--- src/rtl/game_countdown.sv ---
// ---------------------------------------------------------------------------
// game_countdown
//
// Game-clock stage for the brick-smasher design. Counts the remaining round
// time down once per upstream one-second tick, adds bonus seconds on brick
// hits, supports pause/resume and flags time-up to the game FSM.
//
// Parameters
//   START_SECS : seconds loaded at round start (0..99)
//   BONUS_SECS : seconds added per bonus pulse (0..99)
//   WARN_SECS  : warn is high while the count is 1..WARN_SECS
//
// Ports
//   clk        in   system clock
//   reset_n    in   asynchronous active-low reset
//   tick       in   one-second tick (level) from the upstream timer
//   start      in   pulse: (re)load START_SECS and run
//   pause      in   pulse: toggle RUN / PAUSED
//   bonus      in   pulse: add BONUS_SECS
//   timer_en   out  registered enable back to the upstream timer (state RUN)
//   secs_tens  out  BCD tens digit of the remaining seconds (registered)
//   secs_ones  out  BCD ones digit of the remaining seconds (registered)
//   running    out  state is RUN
//   warn       out  low-time warning level
//   time_up    out  one-cycle pulse on the edge entering EXPIRED
//   expired    out  state is EXPIRED
//   state_dbg  out  current FSM state encoding, for observation only
//
// Handshake: there is no valid/ready pair. Every input is a single-cycle
// pulse sampled on the rising edge of clk (tick is a level qualified by the
// RUN state); every output reflects the registered state after that edge.
// ---------------------------------------------------------------------------
module game_countdown #(
   parameter int START_SECS = 60,
   parameter int BONUS_SECS = 5,
   parameter int WARN_SECS  = 10
) (
   input  logic       clk,
   input  logic       reset_n,
   input  logic       tick,
   input  logic       start,
   input  logic       pause,
   input  logic       bonus,
   output logic       timer_en,
   output logic [3:0] secs_tens,
   output logic [3:0] secs_ones,
   output logic       running,
   output logic       warn,
   output logic       time_up,
   output logic       expired,
   output logic [1:0] state_dbg
);

   typedef enum logic [1:0] {
      ST_IDLE    = 2'd0,
      ST_RUN     = 2'd1,
      ST_PAUSED  = 2'd2,
      ST_EXPIRED = 2'd3
   } state_t;

   localparam logic [6:0] START_C = 7'(START_SECS);
   localparam logic [7:0] BONUS_C = 8'(BONUS_SECS);
   localparam logic [6:0] WARN_C  = 7'(WARN_SECS);
   localparam logic [7:0] MAX_C   = 8'd99;

   // Binary 0..99 to two packed BCD digits {tens, ones} (shift-add-3).
   function automatic logic [7:0] to_bcd(input logic [6:0] bin);
      logic [14:0] sh;
      sh = {8'd0, bin};
      for (int i = 0; i < 7; i++) begin
         if (sh[10:7] >= 4'd5) sh[10:7] = sh[10:7] + 4'd3;
         if (sh[14:11] >= 4'd5) sh[14:11] = sh[14:11] + 4'd3;
         sh = sh << 1;
      end
      return sh[14:7];
   endfunction

   localparam logic [7:0] START_BCD = to_bcd(START_C);

   state_t     state_q, state_d;
   logic [6:0] count_q, count_d;
   logic [3:0] tens_q, ones_q;
   logic       timer_en_q;
   logic       time_up_q, time_up_d;
   logic [7:0] bcd_d;
   logic [7:0] run_sum;
   logic [7:0] run_next;
   logic [7:0] pause_sum;
   logic [6:0] pause_next;

   // RUN arithmetic: add the bonus first so a tick at count 1 together with a
   // bonus never underflows, then take the tick, then saturate the net result.
   always_comb begin
      run_sum = {1'b0, count_q} + (bonus ? BONUS_C : 8'd0);
      run_next = run_sum;
      if (tick && (run_sum != 8'd0)) run_next = run_sum - 8'd1;
      if (run_next > MAX_C) run_next = MAX_C;
   end

   // PAUSED arithmetic: bonus only, saturating.
   always_comb begin
      pause_sum = {1'b0, count_q} + (bonus ? BONUS_C : 8'd0);
      pause_next = (pause_sum > MAX_C) ? MAX_C[6:0] : pause_sum[6:0];
   end

   // Next-state / next-count logic.
   always_comb begin
      state_d   = state_q;
      count_d   = count_q;
      time_up_d = 1'b0;

      if (start) begin
         // start wins in every state; a zero-length round expires at once.
         count_d = START_C;
         if (START_C == 7'd0) begin
            state_d   = ST_EXPIRED;
            time_up_d = 1'b1;
         end else begin
            state_d = ST_RUN;
         end
      end else begin
         case (state_q)
            ST_IDLE: begin
               count_d = START_C;
            end
            ST_RUN: begin
               count_d = run_next[6:0];
               if (run_next == 8'd0) begin
                  // Expiry takes precedence over a coincident pause.
                  state_d   = ST_EXPIRED;
                  time_up_d = 1'b1;
               end else if (pause) begin
                  state_d = ST_PAUSED;
               end
            end
            ST_PAUSED: begin
               // tick is deliberately ignored here: the upstream timer is
               // disabled and its partial second is frozen.
               count_d = pause_next;
               if (pause) state_d = ST_RUN;
            end
            ST_EXPIRED: begin
               count_d = 7'd0;
            end
            default: begin
               state_d = ST_IDLE;
               count_d = START_C;
            end
         endcase
      end
   end

   assign bcd_d = to_bcd(count_d);

   always_ff @(posedge clk or negedge reset_n) begin
      if (!reset_n) begin
         state_q    <= ST_IDLE;
         count_q    <= START_C;
         tens_q     <= START_BCD[7:4];
         ones_q     <= START_BCD[3:0];
         timer_en_q <= 1'b0;
         time_up_q  <= 1'b0;
      end else begin
         state_q    <= state_d;
         count_q    <= count_d;
         tens_q     <= bcd_d[7:4];
         ones_q     <= bcd_d[3:0];
         // Registered from the next state so it tracks RUN exactly.
         timer_en_q <= (state_d == ST_RUN);
         time_up_q  <= time_up_d;
      end
   end

   assign timer_en  = timer_en_q;
   assign secs_tens = tens_q;
   assign secs_ones = ones_q;
   assign running   = (state_q == ST_RUN);
   assign expired   = (state_q == ST_EXPIRED);
   assign time_up   = time_up_q;
   assign warn      = (state_q != ST_IDLE) && (count_q >= 7'd1) &&
                      (count_q <= WARN_C);
   assign state_dbg = state_q;

endmodule
--- config.mk ---
export PLATFORM = sky130hd
export DESIGN_NAME = game_countdown
export DESIGN_NICKNAME = d
export VERILOG_FILES = /design/src/rtl/game_countdown.sv
export SDC_FILE = /design/constraint.sdc
export NUM_CORES = 1
export LEC_CHECK = 0
export ABC_AREA = 1
export BUFFER_PORTS_ARGS = -buffer_cell sky130_fd_sc_hd__buf_2
export CAP_MARGIN = 30
export CORE_MARGIN = 3
export CORE_UTILIZATION = 50
export CTS_BUF_LIST = sky130_fd_sc_hd__clkbuf_4
export CTS_CLUSTER_DIAMETER = 50
export DETAILED_ROUTE_END_ITERATION = 8
export HOLD_SLACK_MARGIN = 0.08
export PLACE_DENSITY = 0.69
export SYNTH_ARGS = -nofsm -noshare
export SYNTH_HDL_FRONTEND = slang
export SYNTH_SLANG_ARGS = --single-unit
--- constraint.sdc ---
create_clock -name clk -period 5.6 [get_ports clk]
set_input_delay 0.56 -clock clk [delete_from_list [all_inputs] [get_ports clk]]
set_output_delay 0.56 -clock clk [all_outputs]
set_load 0.02 [all_outputs]
==> results of run 1 <==
-- critical path: cells and delay by family (launching register included) --
family,cells,cell delay (ps)
flip-flops,1,590
AND/OR/NAND/NOR,22,2390
adder cells (fa/ha/maj),6,1140
AO/OA/AOI/OAI,2,330
buffers and inverters,11,730
-- cell families after synthesis --
group           after synthesis  synth area share (%)
compound gates               32                  10.8
xor+xnor                      3                  1.28
buf+inv                      56                  11.1
flops                        18                  22.4
fa+ha+maj                    20                  12.2
simple gates                179                  42.3
-- synth_stat cells (2+ instances only) --
| master | instances |
|---|---|
| a21oi_1 | 6 |
| a21oi_4 | 2 |
| buf_4 | 2 |
| dfrtp_1 | 12 |
| dfstp_2 | 6 |
| ha_1 | 20 |
| inv_1 | 44 |
| inv_2 | 8 |
| nand2_1 | 82 |
| nand2_2 | 23 |
| nand3_1 | 27 |
| nand3_2 | 7 |
| nand4_1 | 8 |
| nor2_1 | 19 |
| nor2_2 | 3 |
| nor3_1 | 3 |
| o21ai_0 | 15 |
| or2_2 | 2 |
| xor2_1 | 3 |
-- registers in the layout, indices dropped and copies added (netlist names) --
signal,count
secs_ones,4
timer_en,1
secs_tens,4
state_dbg,2
time_up,1
count_q,6
-- cell type report --
cell class	count	area, µm²
flip-flops and latches	18	459
well taps	48	60.1
inverters	52	195
clock buffers	3	22.5
fillers	352	1430
multi-input cells	234	1470
clock inverters	1	3.75
repair buffers	28	160
-- through the flow --
stage	cell area [µm²]	setup slack [ps]	hold slack, ps
CTS	2250	142	178
floorplan	2050	576	264
detailed placement	2220	-81.7	499
global route	2370	-14.8	190
global placement	2220	82.3	497
finish	2370	357	167
-- final timing paths --
check / start / end / cells past startpoint
max: count_q[2]$_DFF_PN1_ / secs_tens[3]$_DFF_PN0_ / 41
min: reset_n / timer_en$_DFF_PN0_ / 1
max reg2reg: count_q[2]$_DFF_PN1_ / secs_tens[3]$_DFF_PN0_ / 41
min reg2reg: state_dbg[1]$_DFF_PN0_ / state_dbg[1]$_DFF_PN0_ / 2
max in group asynchronous: reset_n / secs_tens[1]$_DFF_PN1_ / 1
min in group clk: start / time_up$_DFF_PN0_ / 2
-- timing repair --
item / in CTS / in global routing
setup buffers: 0 / 2
setup endpoints to repair: 0 / 7
gates resized for setup: 0 / 26
-- layer usage --
metal,global-route usage [%],up-vias,share of wire [%],wire [µm]
met3,2.16,6,4.9,224
met5,0,-,0,0
met4,3.19,0,0.89,41
li1,-,1039,-,-
met2,29.9,49,46,2100
met1,26.9,945,48,2210
==> results.cfg, run 1 <==
[sta]
relSlewSlack_pct = 68.4
period_minus_slack_ps = 5240
fin_tns_setup_ps = 0
drv_slew = 0
tightest_slew_ps = 471
hold_viol = 0
final_min_period_over_clock_period_pct = 93.6
max_freq_mhz = 191
clock_skew_ps = 0.724
setup_viol = 0

[critical_path]
slowest_stage = dfstp_2
cp_max_fo = 6
cp_data_arrival_time_ps = 5440
startpoint_type = register
worst_setup_path_end_kind = register
cp_common_cell = inv_1
max_stage_delay_ps = 590
required_ps = 5790
path_class = register to register
ff2ff_setup_slack_ps = 360

[cells_and_area]
areaGrowthSynthToFinish_pct = 15.9
final_cell_mix = nand2_1, inv_1, nand2_2
layout_commonest_cell = nand2_1
stdcell_count = 384
layout-drive-gt1-share_pct = 31.5
diodes = 0
final_util_pct = 62.5
final_nets = 363

[place]
port_buffers = 20
dp_hpwl_mm = 3.67
gp_congestion = 0.826
post-place-cells = 378

[floorplan]
die_x_um = 70.0
start_util_pct = 53.9
die_y_um = 70.0
die_area_um2 = 4900
core_area_um2 = 3800
io-pin-count = 21
fp-row-count = 22

[route]
drt_wl_total_mm = 4.58
ant_nets = 0
first_pass_iters = 4
vias = 2039
drc_errors = 0
routedWlPerCell_um = 11.9
vias_per_cell = 5.31
drtIter0Drc = 136

[synthesis]
ys_ff_latch = 18
ys_types = 35
ys.warnings.count = 0
ys_top_cells_by_area = nand2_1, dfrtp_1, ha_1, inv_1, dfstp_2
synth_edf_count = 0
synth_nets = 334
syn-cell-area_um2 = 2050
yosysSeqAreaShare_pct = 22.4
async_reset_ff_share_pct = 100
syn_avg_cell_area_um2 = 6.65
ys.flop_type = dfrtp_1
synth_cells = 308
synth.top_cell.area_share_pct = 15.0
netlist.top_cell.by_area = nand2_1

[cts]
cts.clk_slew.worst_paths_ps = 100
cts_tree = yes
cts-root-buf = clkbuf_4
clock_sinks = 18
numCtsBuffers = 3
clockBufferDepth = 2
h-tree-depth = 1
clk_latency_ps = 290
hold_buffers = 0

[global_route]
grt_pass1_wl_mm = 7.73
grt_usage_pct = 18.6
grt_pass1_vias = 1775
antenna_found_initial = 0
grt_overflow = 0
grt_max_degree = 19

[hold_path]
hp-class = primary input to asynchronous set/reset pin

[status]
outcome = finished, final reports clean

[flow_run]
drv_cap = 0
Power of run 1 is left out: the tool's default activity adds up to more than one toggle a clock period on the data nets, which glitch-free logic cannot reach.
==> run 2: changes to the inputs <==
- BUFFER_PORTS_ARGS: -buffer_cell sky130_fd_sc_hd__buf_2 -> default
- CTS_BUF_LIST: sky130_fd_sc_hd__clkbuf_4 -> sky130_fd_sc_hd__clkbuf_8
- DONT_BUFFER_PORTS: default -> 1
- PLACE_DENSITY: 0.69 -> default
==> run 2 against run 1 <==
Against the previous run: critical path depth up 1; die area unchanged; count of clock-buffer cells in the layout unchanged; worst hold slack worse by 23 ps; sequential share of layout area up 0.19 points; non-clock buffer count down 12; clock skew up 7.8 ps; fmax up 0.72%; largest cell class unchanged; highest routed layer unchanged.
==> results.cfg, run 2 (synthesized netlist as in run 1, its figures left out) <==
[sta]
clock_skew_ps = 8.48
tightest_slew_ps = 894
max_freq_mhz = 192
grt_setup_unrepaired = false
setup_viol = 0
fin_tns_setup_ps = 0
hold_viol = 0
period_minus_slack_ps = 5210
final_min_period_over_clock_period_pct = 93.0
drv_slew = 0
relSlewSlack_pct = 39.8

[global_route]
grt_pass1_vias = 1729
grt_pass1_wl_mm = 7.76
grtUsageMet2_pct = 29.2
use_met3_pct = 2.16
busiest_layer = met2
grt_usage_pct = 19.1
antenna_found_initial = 0
grt_overflow = 0
use_met1_pct = 29.0
grt_max_degree = 13

[place]
gp_congestion = 0.830
dp_hpwl_mm = 3.65
port_buffers = 0

[critical_path]
path_class = register to register
r2r-start = count_q[2]$_DFF_PN1_
startpoint_type = register
cp_max_fo = 7
cp_data_arrival_time_ps = 5350
required_ps = 5740
path_buf_inv = 12
worst_setup_path_end_kind = register
cp_common_cell = inv_1
max_stage_delay_ps = 550
slowest_stage = dfstp_2
crit_family = simple AND/OR/NAND/NOR gates
worstSetupStartpoint = count_q[2]$_DFF_PN1_

[cts]
clock_sinks = 18
clockBufferDepth = 2
numCtsBuffers = 3
cts_tree = yes
clk_latency_ps = 250
cts.clk_slew.worst_paths_ps = 70
h-tree-depth = 1
cts-root-buf = clkbuf_8

[cells_and_area]
largest_register_ffs = 6
diodes = 0
fillers = 390
top_register = count_q
final_cell_mix = nand2_1, inv_1, nand2_2, nand3_1, nor2_1
final_nets = 351
layout-drive-gt1-share_pct = 27.5
areaGrowthSynthToFinish_pct = 14.4
layout_commonest_cell = nand2_1

[route]
routedWlPerCell_um = 12.6
vias = 1900
drt_wl_total_mm = 4.68
vias_per_cell = 5.11
ant_nets = 0
drc_errors = 0
drtIter0Drc = 94
first_pass_iters = 4

[floorplan]
start_util_pct = 53.9
io-pin-count = 21
core_area_um2 = 3800
die_area_um2 = 4900
fp-row-count = 22
die_x_um = 70.0
die_y_um = 70.0

[hold_path]
hp-class = primary input to asynchronous set/reset pin

[status]
outcome = finished, final reports clean

[flow_run]
drv_cap = 0
## run 2: cell count changes in the layout (fill, tap and decap cells not counted), sizes merged
cell / previous run / this run
buf: 28 / 15
clkinv: 1 / 0
dlygate4sd3: 0 / 1
inv: 52 / 53
## run 2: per-stage QoR
stage	cells	utilization, %	hold slack, ps	setup slack, ps	area (µm²)
global placement	360	56.3	265	32.5	2140
detailed placement	360	56.3	265	-75.4	2140
finish	372	61.7	144	395	2340
CTS	365	57.7	142	55.6	2190
global route	372	61.7	131	5.91	2340
floorplan	308	-	264	576	2050
## run 2: final timing paths
| check | endpoint | slack, ps | depth (start not counted) |
|---|---|---|---|
| min in group clk | time_up$_DFF_PN0_ | 380 | 1 |
| setup / recovery | secs_tens[3]$_DFF_PN0_ | 390 | 42 |
| setup reg to reg | secs_tens[3]$_DFF_PN0_ | 390 | 42 |
| hold / removal | secs_tens[1]$_DFF_PN1_ | 140 | 0 |
| max in group asynchronous | count_q[6]$_DFF_PN0_ | 4490 | 1 |
| hold reg to reg | state_dbg[1]$_DFF_PN0_ | 760 | 2 |
## run 2: layout make-up
type	instances	area (µm²)	share of cell area, %
inverter	52	195	8.33
multi-input combinational	234	1460	62.3
tap	48	60.1	2.56
clock buffer	3	41.3	1.76
clock inverter	1	3.75	0.160
timing repair buffer	16	126	5.39
sequential	18	458	19.5
## run 2: metal layers
layer  vias to the layer above  routed length, µm
met1                       850               2460
met3                         4                172
met2                        34               2010
met4                         0                 31
li1                       1012                  -
met5                         -                  0
## run 2: worst reg2reg max path: cells and delay by family, from the launching register on
kind	cells	cell delay [ps]
AOI/OAI and AO/OA	2	290
buffers and inverters	12	850
and+or+nand+nor	22	2330
DFF	1	550
adders and majority gates	6	1120
## run 2: repair_timing
item                                    4_1_cts  5_1_grt
hold endpoints to repair                     12        0
buffers inserted                              0        7
resized for setup                             0       24
hold buffers                                  1        0
endpoints found under the setup margin        0        7
Power of run 2 is left out for the same reason.
